===== config.mk =====
export PLATFORM = sky130hd
export DESIGN_NAME = soc_charge_controller
export DESIGN_NICKNAME = d
export VERILOG_FILES = /design/src/rtl/bms_pkg.sv /design/src/rtl/soc_protection.sv /design/src/rtl/soc_charge_controller.sv
export SDC_FILE = /design/constraint.sdc
export NUM_CORES = 1
export LEC_CHECK = 0
export ABC_CLOCK_PERIOD_IN_PS = 2850
export BUFFER_PORTS_ARGS = -buffer_cell sky130_fd_sc_hd__buf_2
export CORE_MARGIN = 2
export CORE_UTILIZATION = 55
export CTS_CLUSTER_DIAMETER = 120
export CTS_CLUSTER_SIZE = 10
export DETAILED_ROUTE_END_ITERATION = 8
export PLACE_DENSITY = 0.82
export SLEW_MARGIN = 40
export SYNTH_ARGS = -nofsm -noshare
export SYNTH_HDL_FRONTEND = slang
export SYNTH_SLANG_ARGS = --single-unit

===== constraint.sdc =====
create_clock -name clk -period 2.85 [get_ports clk]
set_input_delay 0.57 -clock clk [delete_from_list [all_inputs] [get_ports clk]]
set_output_delay 0.57 -clock clk [all_outputs]
set_load 0.01 [all_outputs]

===== src/rtl/bms_pkg.sv =====
// Shared definitions for the battery-management blocks.
//   state_t          : charge-controller FSM state encodings (3 bits)
//   DEF_SOC_*        : default SOC thresholds and hysteresis, in percent
//   DEF_DEBOUNCE_CNT : default number of consecutive fault samples to trip
//   is_hold()        : true for either protective hold state
package bms_pkg;

  typedef enum logic [2:0] {
    ST_IDLE      = 3'd0,
    ST_CHARGE    = 3'd1,
    ST_DISCHARGE = 3'd2,
    ST_CHG_HOLD  = 3'd3,
    ST_DSG_HOLD  = 3'd4
  } state_t;

  localparam logic [7:0] DEF_SOC_LOW_LIMIT  = 8'd10;
  localparam logic [7:0] DEF_SOC_HIGH_LIMIT = 8'd95;
  localparam logic [7:0] DEF_SOC_HYST       = 8'd5;
  localparam logic [3:0] DEF_DEBOUNCE_CNT   = 4'd4;

  function automatic logic is_hold(input state_t s);
    return (s == ST_CHG_HOLD) || (s == ST_DSG_HOLD);
  endfunction

endpackage


===== src/rtl/soc_protection.sv =====
// Combinational SOC limit comparator.
//   soc_percent : SOC estimate, 0..100
//   low_fault   : SOC at or below LOW_LIMIT
//   high_fault  : SOC at or above HIGH_LIMIT (suppressed when low_fault is set)
module soc_protection
  import bms_pkg::*;
#(
  parameter logic [7:0] LOW_LIMIT  = DEF_SOC_LOW_LIMIT,
  parameter logic [7:0] HIGH_LIMIT = DEF_SOC_HIGH_LIMIT
) (
  input  logic [7:0] soc_percent,
  output logic       low_fault,
  output logic       high_fault
);

  // Low fault wins so the controller never sees both faults in one sample.
  always_comb begin
    low_fault  = (soc_percent <= LOW_LIMIT);
    high_fault = !low_fault && (soc_percent >= HIGH_LIMIT);
  end

endmodule


===== src/rtl/soc_charge_controller.sv =====
// SOC-based charge/discharge contactor controller.
//   clk, rst                    : clock and synchronous active-high reset
//   soc_percent, soc_valid      : SOC estimate and its one-cycle sample strobe
//   charge_req, discharge_req   : level requests from the pack supervisor
//   charge_en, discharge_en     : contactor enables, decoded from the state register
//   state                       : current FSM state code
//   fault_event                 : one-cycle pulse on each entry to a hold state
//   trip_count                  : saturating number of trips since reset
module soc_charge_controller
  import bms_pkg::*;
#(
  parameter logic [7:0] SOC_LOW_LIMIT  = DEF_SOC_LOW_LIMIT,
  parameter logic [7:0] SOC_HIGH_LIMIT = DEF_SOC_HIGH_LIMIT,
  parameter logic [7:0] SOC_HYST       = DEF_SOC_HYST,
  parameter logic [3:0] DEBOUNCE_CNT   = DEF_DEBOUNCE_CNT
) (
  input  logic       clk,
  input  logic       rst,
  input  logic [7:0] soc_percent,
  input  logic       soc_valid,
  input  logic       charge_req,
  input  logic       discharge_req,
  output logic       charge_en,
  output logic       discharge_en,
  output logic [2:0] state,
  output logic       fault_event,
  output logic [7:0] trip_count
);

  // Release points for the hold states, fixed at elaboration.
  localparam logic [7:0] HIGH_RELEASE = SOC_HIGH_LIMIT - SOC_HYST;
  localparam logic [7:0] LOW_RELEASE  = SOC_LOW_LIMIT + SOC_HYST;

  state_t     state_q, state_d;
  logic [3:0] low_cnt_q, low_cnt_d;
  logic [3:0] high_cnt_q, high_cnt_d;
  logic       fault_event_q, fault_event_d;
  logic [7:0] trip_count_q, trip_count_d;

  logic low_fault, high_fault;
  logic low_trip, high_trip;
  logic clr_low, clr_high;
  logic enter_hold;

  soc_protection #(
    .LOW_LIMIT  (SOC_LOW_LIMIT),
    .HIGH_LIMIT (SOC_HIGH_LIMIT)
  ) u_protection (
    .soc_percent (soc_percent),
    .low_fault   (low_fault),
    .high_fault  (high_fault)
  );

  assign low_trip  = (low_cnt_q == DEBOUNCE_CNT);
  assign high_trip = (high_cnt_q == DEBOUNCE_CNT);

  // Next-state logic. Leaving a hold state also asks the debounce logic to
  // forget the trip, otherwise the saturated counter would re-trip at once.
  always_comb begin
    state_d  = state_q;
    clr_low  = 1'b0;
    clr_high = 1'b0;
    case (state_q)
      ST_IDLE: begin
        if (charge_req && !discharge_req && !high_trip) begin
          state_d = ST_CHARGE;
        end else if (discharge_req && !charge_req && !low_trip) begin
          state_d = ST_DISCHARGE;
        end
      end
      ST_CHARGE: begin
        if (high_trip) begin
          state_d = ST_CHG_HOLD;
        end else if (!charge_req) begin
          state_d = ST_IDLE;
        end
      end
      ST_DISCHARGE: begin
        if (low_trip) begin
          state_d = ST_DSG_HOLD;
        end else if (!discharge_req) begin
          state_d = ST_IDLE;
        end
      end
      ST_CHG_HOLD: begin
        if (!charge_req || (soc_valid && (soc_percent <= HIGH_RELEASE))) begin
          state_d  = ST_IDLE;
          clr_high = 1'b1;
        end
      end
      ST_DSG_HOLD: begin
        if (!discharge_req || (soc_valid && (soc_percent >= LOW_RELEASE))) begin
          state_d = ST_IDLE;
          clr_low = 1'b1;
        end
      end
      default: state_d = ST_IDLE;
    endcase
  end

  // Debounce counters advance only on valid samples and saturate at the trip level.
  always_comb begin
    low_cnt_d  = low_cnt_q;
    high_cnt_d = high_cnt_q;
    if (soc_valid) begin
      if (!low_fault) begin
        low_cnt_d = 4'd0;
      end else if (low_cnt_q < DEBOUNCE_CNT) begin
        low_cnt_d = low_cnt_q + 4'd1;
      end
      if (!high_fault) begin
        high_cnt_d = 4'd0;
      end else if (high_cnt_q < DEBOUNCE_CNT) begin
        high_cnt_d = high_cnt_q + 4'd1;
      end
    end
    if (clr_low) begin
      low_cnt_d = 4'd0;
    end
    if (clr_high) begin
      high_cnt_d = 4'd0;
    end
  end

  // A trip is registered on the same edge the FSM enters a hold state.
  always_comb begin
    enter_hold    = is_hold(state_d) && !is_hold(state_q);
    fault_event_d = enter_hold;
    trip_count_d  = trip_count_q;
    if (enter_hold && (trip_count_q != 8'hFF)) begin
      trip_count_d = trip_count_q + 8'd1;
    end
  end

  always_ff @(posedge clk) begin
    if (rst) begin
      state_q       <= ST_IDLE;
      low_cnt_q     <= 4'd0;
      high_cnt_q    <= 4'd0;
      fault_event_q <= 1'b0;
      trip_count_q  <= 8'd0;
    end else begin
      state_q       <= state_d;
      low_cnt_q     <= low_cnt_d;
      high_cnt_q    <= high_cnt_d;
      fault_event_q <= fault_event_d;
      trip_count_q  <= trip_count_d;
    end
  end

  assign charge_en    = (state_q == ST_CHARGE);
  assign discharge_en = (state_q == ST_DISCHARGE);
  assign state        = state_q;
  assign fault_event  = fault_event_q;
  assign trip_count   = trip_count_q;

endmodule


==> Flow_metrics.wiki <==
{| class="wikitable"
! Metric !! Value
|-
| Routed wirelength normalized by instance count || 12.3 um
|-
| Count of cells along the worst hold path || 2
|-
| DRC violation total after the first TritonRoute iteration || 14
|-
| Leak Pwr || 0.532 nW
|-
| Buf+Inv Stages, Crit Path || 1
|-
| Relative slew slack || between 60% and 70%
|-
| Proportion of synthesized flip-flops having asynchronous set or reset || 0%
|-
| Initial core utilization || 57.4%
|-
| Total via count after detailed routing || 1,030
|-
| CTS-repair resized insts || 0
|-
| Pre-CTS setup slack || 0.917 ns
|-
| Chip width || 48.8 um
|-
| Vias in the first global route || 971
|-
| Top area cells in the synthesized netlist || dfxtp_1 (36%), ha_1 (5.7%), nor2_1 (5.4%)
|-
| Number of nets with antenna violations after detailed routing || 0
|-
| Critical path startpoint category || register
|-
| Number of nets in the final layout || 175
|-
| Average size of a mapped cell || 8.48 um2
|-
| Crit-path max cell delay || 0.53 ns
|-
| Flip-flop and latch count after synthesis || 20
|-
| Worst setup EP type || register
|-
| Data arrival time of the worst path || about 2.1 ns
|-
| Max-cap check violation count || 0
|-
| Critical Path Stages || 6
|-
| Highest ir drop seen on vdd || 0.296 mV
|-
| Antenna violations before repair || 0
|-
| Area Overhead vs Synth || 15.2%
|-
| Sequential share of the synthesized area || between 30% and 40%
|-
| Critical-path cell list || inv_1 > ha_1 > and3b_1 > a22oi_2 > nor4_1 > mux2_2
|-
| Number of top-level design ports || 27
|-
| Fin Setup TNS || 0 ns
|-
| Total wire length after detailed routing || approximately 2200 um
|-
| Number of buffers created by CTS || 3
|-
| Dominant cell by count in the synthesized netlist || dfxtp_1
|-
| Quantity of I/O buffers inserted on ports || 26
|-
| Vertical extent of the die || between 40 and 50 um
|-
| Unrepaired setup endpoints after global routing || false
|-
| Number of rows created at floorplan || 16
|-
| Worst clock skew || 0.00552 ns
|-
| Power per cell area || 367 nW/um2
|-
| Layout cell share with drive strength beyond 1 || 21.9%
|-
| Required time of the critical path || 3.03 ns
|-
| Post-route fraction of the period consumed by the critical path || 67.3%
|-
| Maximum number of pins on one net before global-route repair || 17
|-
| Gp weighted congestion || 0.827
|-
| Number of flops mapped to enable cells by yosys || 0
|-
| Ys flop type || dfxtp_1
|-
| Final setup violation count || 0
|-
| Bufs on Longest Clock Path || 2
|-
| Most frequent cells after synthesis || dfxtp_1 (20), nor2_1 (16), a21oi_1 (10)
|-
| Buffer cell driving the clock tree root || clkbuf_4
|-
| Post-CTS Hold Buffers || 0
|-
| Cell type contributing the most total cell area after synthesis || dfxtp_1
|-
| Number of remaining DRC errors || 0
|-
| R2r setup slk || 0.93 ns
|-
| Maximum achievable frequency || 521 MHz
|-
| Count of antenna diodes in the layout || 0
|-
| Setup Fix Bufs, Post-CTS || 0
|-
| Setup Crit Path Kind || reg -> reg
|-
| Global-route congestion overflow total || 0
|-
| Final hold viol count || 0
|-
| Cell with the largest stage delay on the worst path || a22oi_2
|-
| Number of iterations in the first detailed-routing pass || 4
|-
| Sink Count || 20
|-
| Result of the run || completed
|-
| Minimum hold slack || 0.471 ns
|-
| DPL Wire Length || 1830 um
|-
| Synth Net Count || between 100 and 150
|-
| Latest clock arrival within the worst-skew pair || 0.28 ns
|-
| Tightest Pin Transition || 0.592 ns
|-
| Cells after synthesis || 130
|-
| Number of synthesis warnings || 0
|-
| Area after DPL || 1250 um2
|-
| Design Area, Final || 1270 um2
|-
| Global-route wire length before repair || between 4000 and 5000 um
|-
| Proportion of netlist area held by the largest area contributor || 36.3%
|-
| Delay-heaviest family, CP || compound AO/OA/AOI/OAI gates
|-
| Final number of max-transition violations || 0
|-
| Post-layout worst setup margin || 0.932 ns
|-
| Clock transition at the registers of the reported paths || 0.10 ns
|-
| Overall routing resource usage || between 20% and 30%
|-
| Largest fanout on the critical path || 15
|-
| DR vias/cell || 5.66
|-
| Class of the worst hold path || reg -> reg
|-
| Worst reg-to-reg path cell count || 6
|-
| Die Outline Area || around 2400 um2
|-
| Core outline area || 1920 um2
|-
| Clock tree from TritonCTS || yes
|-
| Maximum level of the CTS H-tree || 1
|-
| Distinct cell type count of the synthesized netlist || between 40 and 50
|-
| Post-Synthesis Cell Area || 1100 um2
|-
| Min cycle time layout || 1.92 ns
|}
flip-flops by register name, summed over array words and instances, names as in the netlist:
name	flops
trip_count	8
high_cnt_q	4
low_cnt_q	4
state	3
fault_event	1
worst min-delay path: cells and delay by family (launching register included):
| family | cells | cell delay (ns) |
|---|---|---|
| buffers and inverters | 1 | 0.07 |
| flip-flops | 1 | 0.33 |
| AND/OR/NAND/NOR | 1 | 0.04 |
path summary, 6_finish.rpt:
kind,start,to
min reg2reg,high_cnt_q[3],high_cnt_q[3]
min,high_cnt_q[3],high_cnt_q[3]
max reg2reg,low_cnt_q[0],trip_count[4]
max,low_cnt_q[0],trip_count[4]
layout make-up:
| cell class | instances | area, um2 |
|---|---|---|
| well taps | 27 | 33.8 |
| repair buffers | 26 | 130 |
| inverters | 9 | 33.8 |
| clock buffers | 3 | 22.5 |
| fillers | 184 | 652 |
| flip-flops and latches | 20 | 400 |
| multi-input cells | 97 | 649 |
kinds of logic (layout without fill, tap and decap cells):
| kind of cell | Yosys count | in the layout | share of synthesized area (%) |
|---|---|---|---|
| AND/OR/NAND/NOR | 55 | 55 | 29.4 |
| AO/OA/AOI/OAI | 33 | 33 | 20.2 |
| flip-flops | 20 | 20 | 36.3 |
| buffers and inverters | 13 | 38 | 4.77 |
| adder cells (fa/ha/maj) | 5 | 5 | 5.68 |
| XOR/XNOR | 2 | 2 | 1.59 |
| multiplexers | 2 | 2 | 2.04 |
placed cells by master (no fill, tap or decap), types with 2 or more instances in the layout:
| master | netlist | layout |
|---|---|---|
| clkbuf_4 | 0 | 3 |
| nand2_1 | 7 | 7 |
| nand4_1 | 3 | 3 |
| a31oi_1 | 2 | 2 |
| mux2_2 | 2 | 2 |
| and3b_1 | 2 | 2 |
| ha_1 | 5 | 5 |
| or4_1 | 4 | 4 |
| inv_1 | 9 | 9 |
| o31ai_1 | 3 | 3 |
| xnor2_1 | 2 | 2 |
| nor2b_1 | 2 | 2 |
| a21oi_1 | 10 | 10 |
| nor2_1 | 16 | 16 |
| buf_2 | 0 | 26 |
| nand3_1 | 4 | 4 |
| nor4b_1 | 2 | 2 |
| o21ai_0 | 6 | 6 |
| nor3b_1 | 4 | 4 |
| nor3b_2 | 2 | 2 |
| dfxtp_1 | 20 | 20 |
through the flow:
stage	std cells	power (W)	utilization [%]
global placement	179	0.000347	64.9
CTS	182	0.000473	66.1
global route	182	0.000497	66.1
finish	182	0.000466	66.1
detailed placement	179	0.000349	64.9
floorplan	130	0.000327	-
report_power, final:
part           internal, W  switching, W  leakage [nW]
logic            0.0000231     0.0000293         0.357
registers         0.000284    0.00000582         0.162
clock network    0.0000490     0.0000744        0.0138
metal layers:
metal,track usage [%],up-vias,routed length [um],share of wire [%]
met5,0,-,0,0
met4,8.57,0,26,1.2
met3,3.99,2,99,4.4
met2,37.9,23,1100,49
met1,26.3,474,1020,45
li1,-,531,-,-
(Power assumes the default switching activity.)
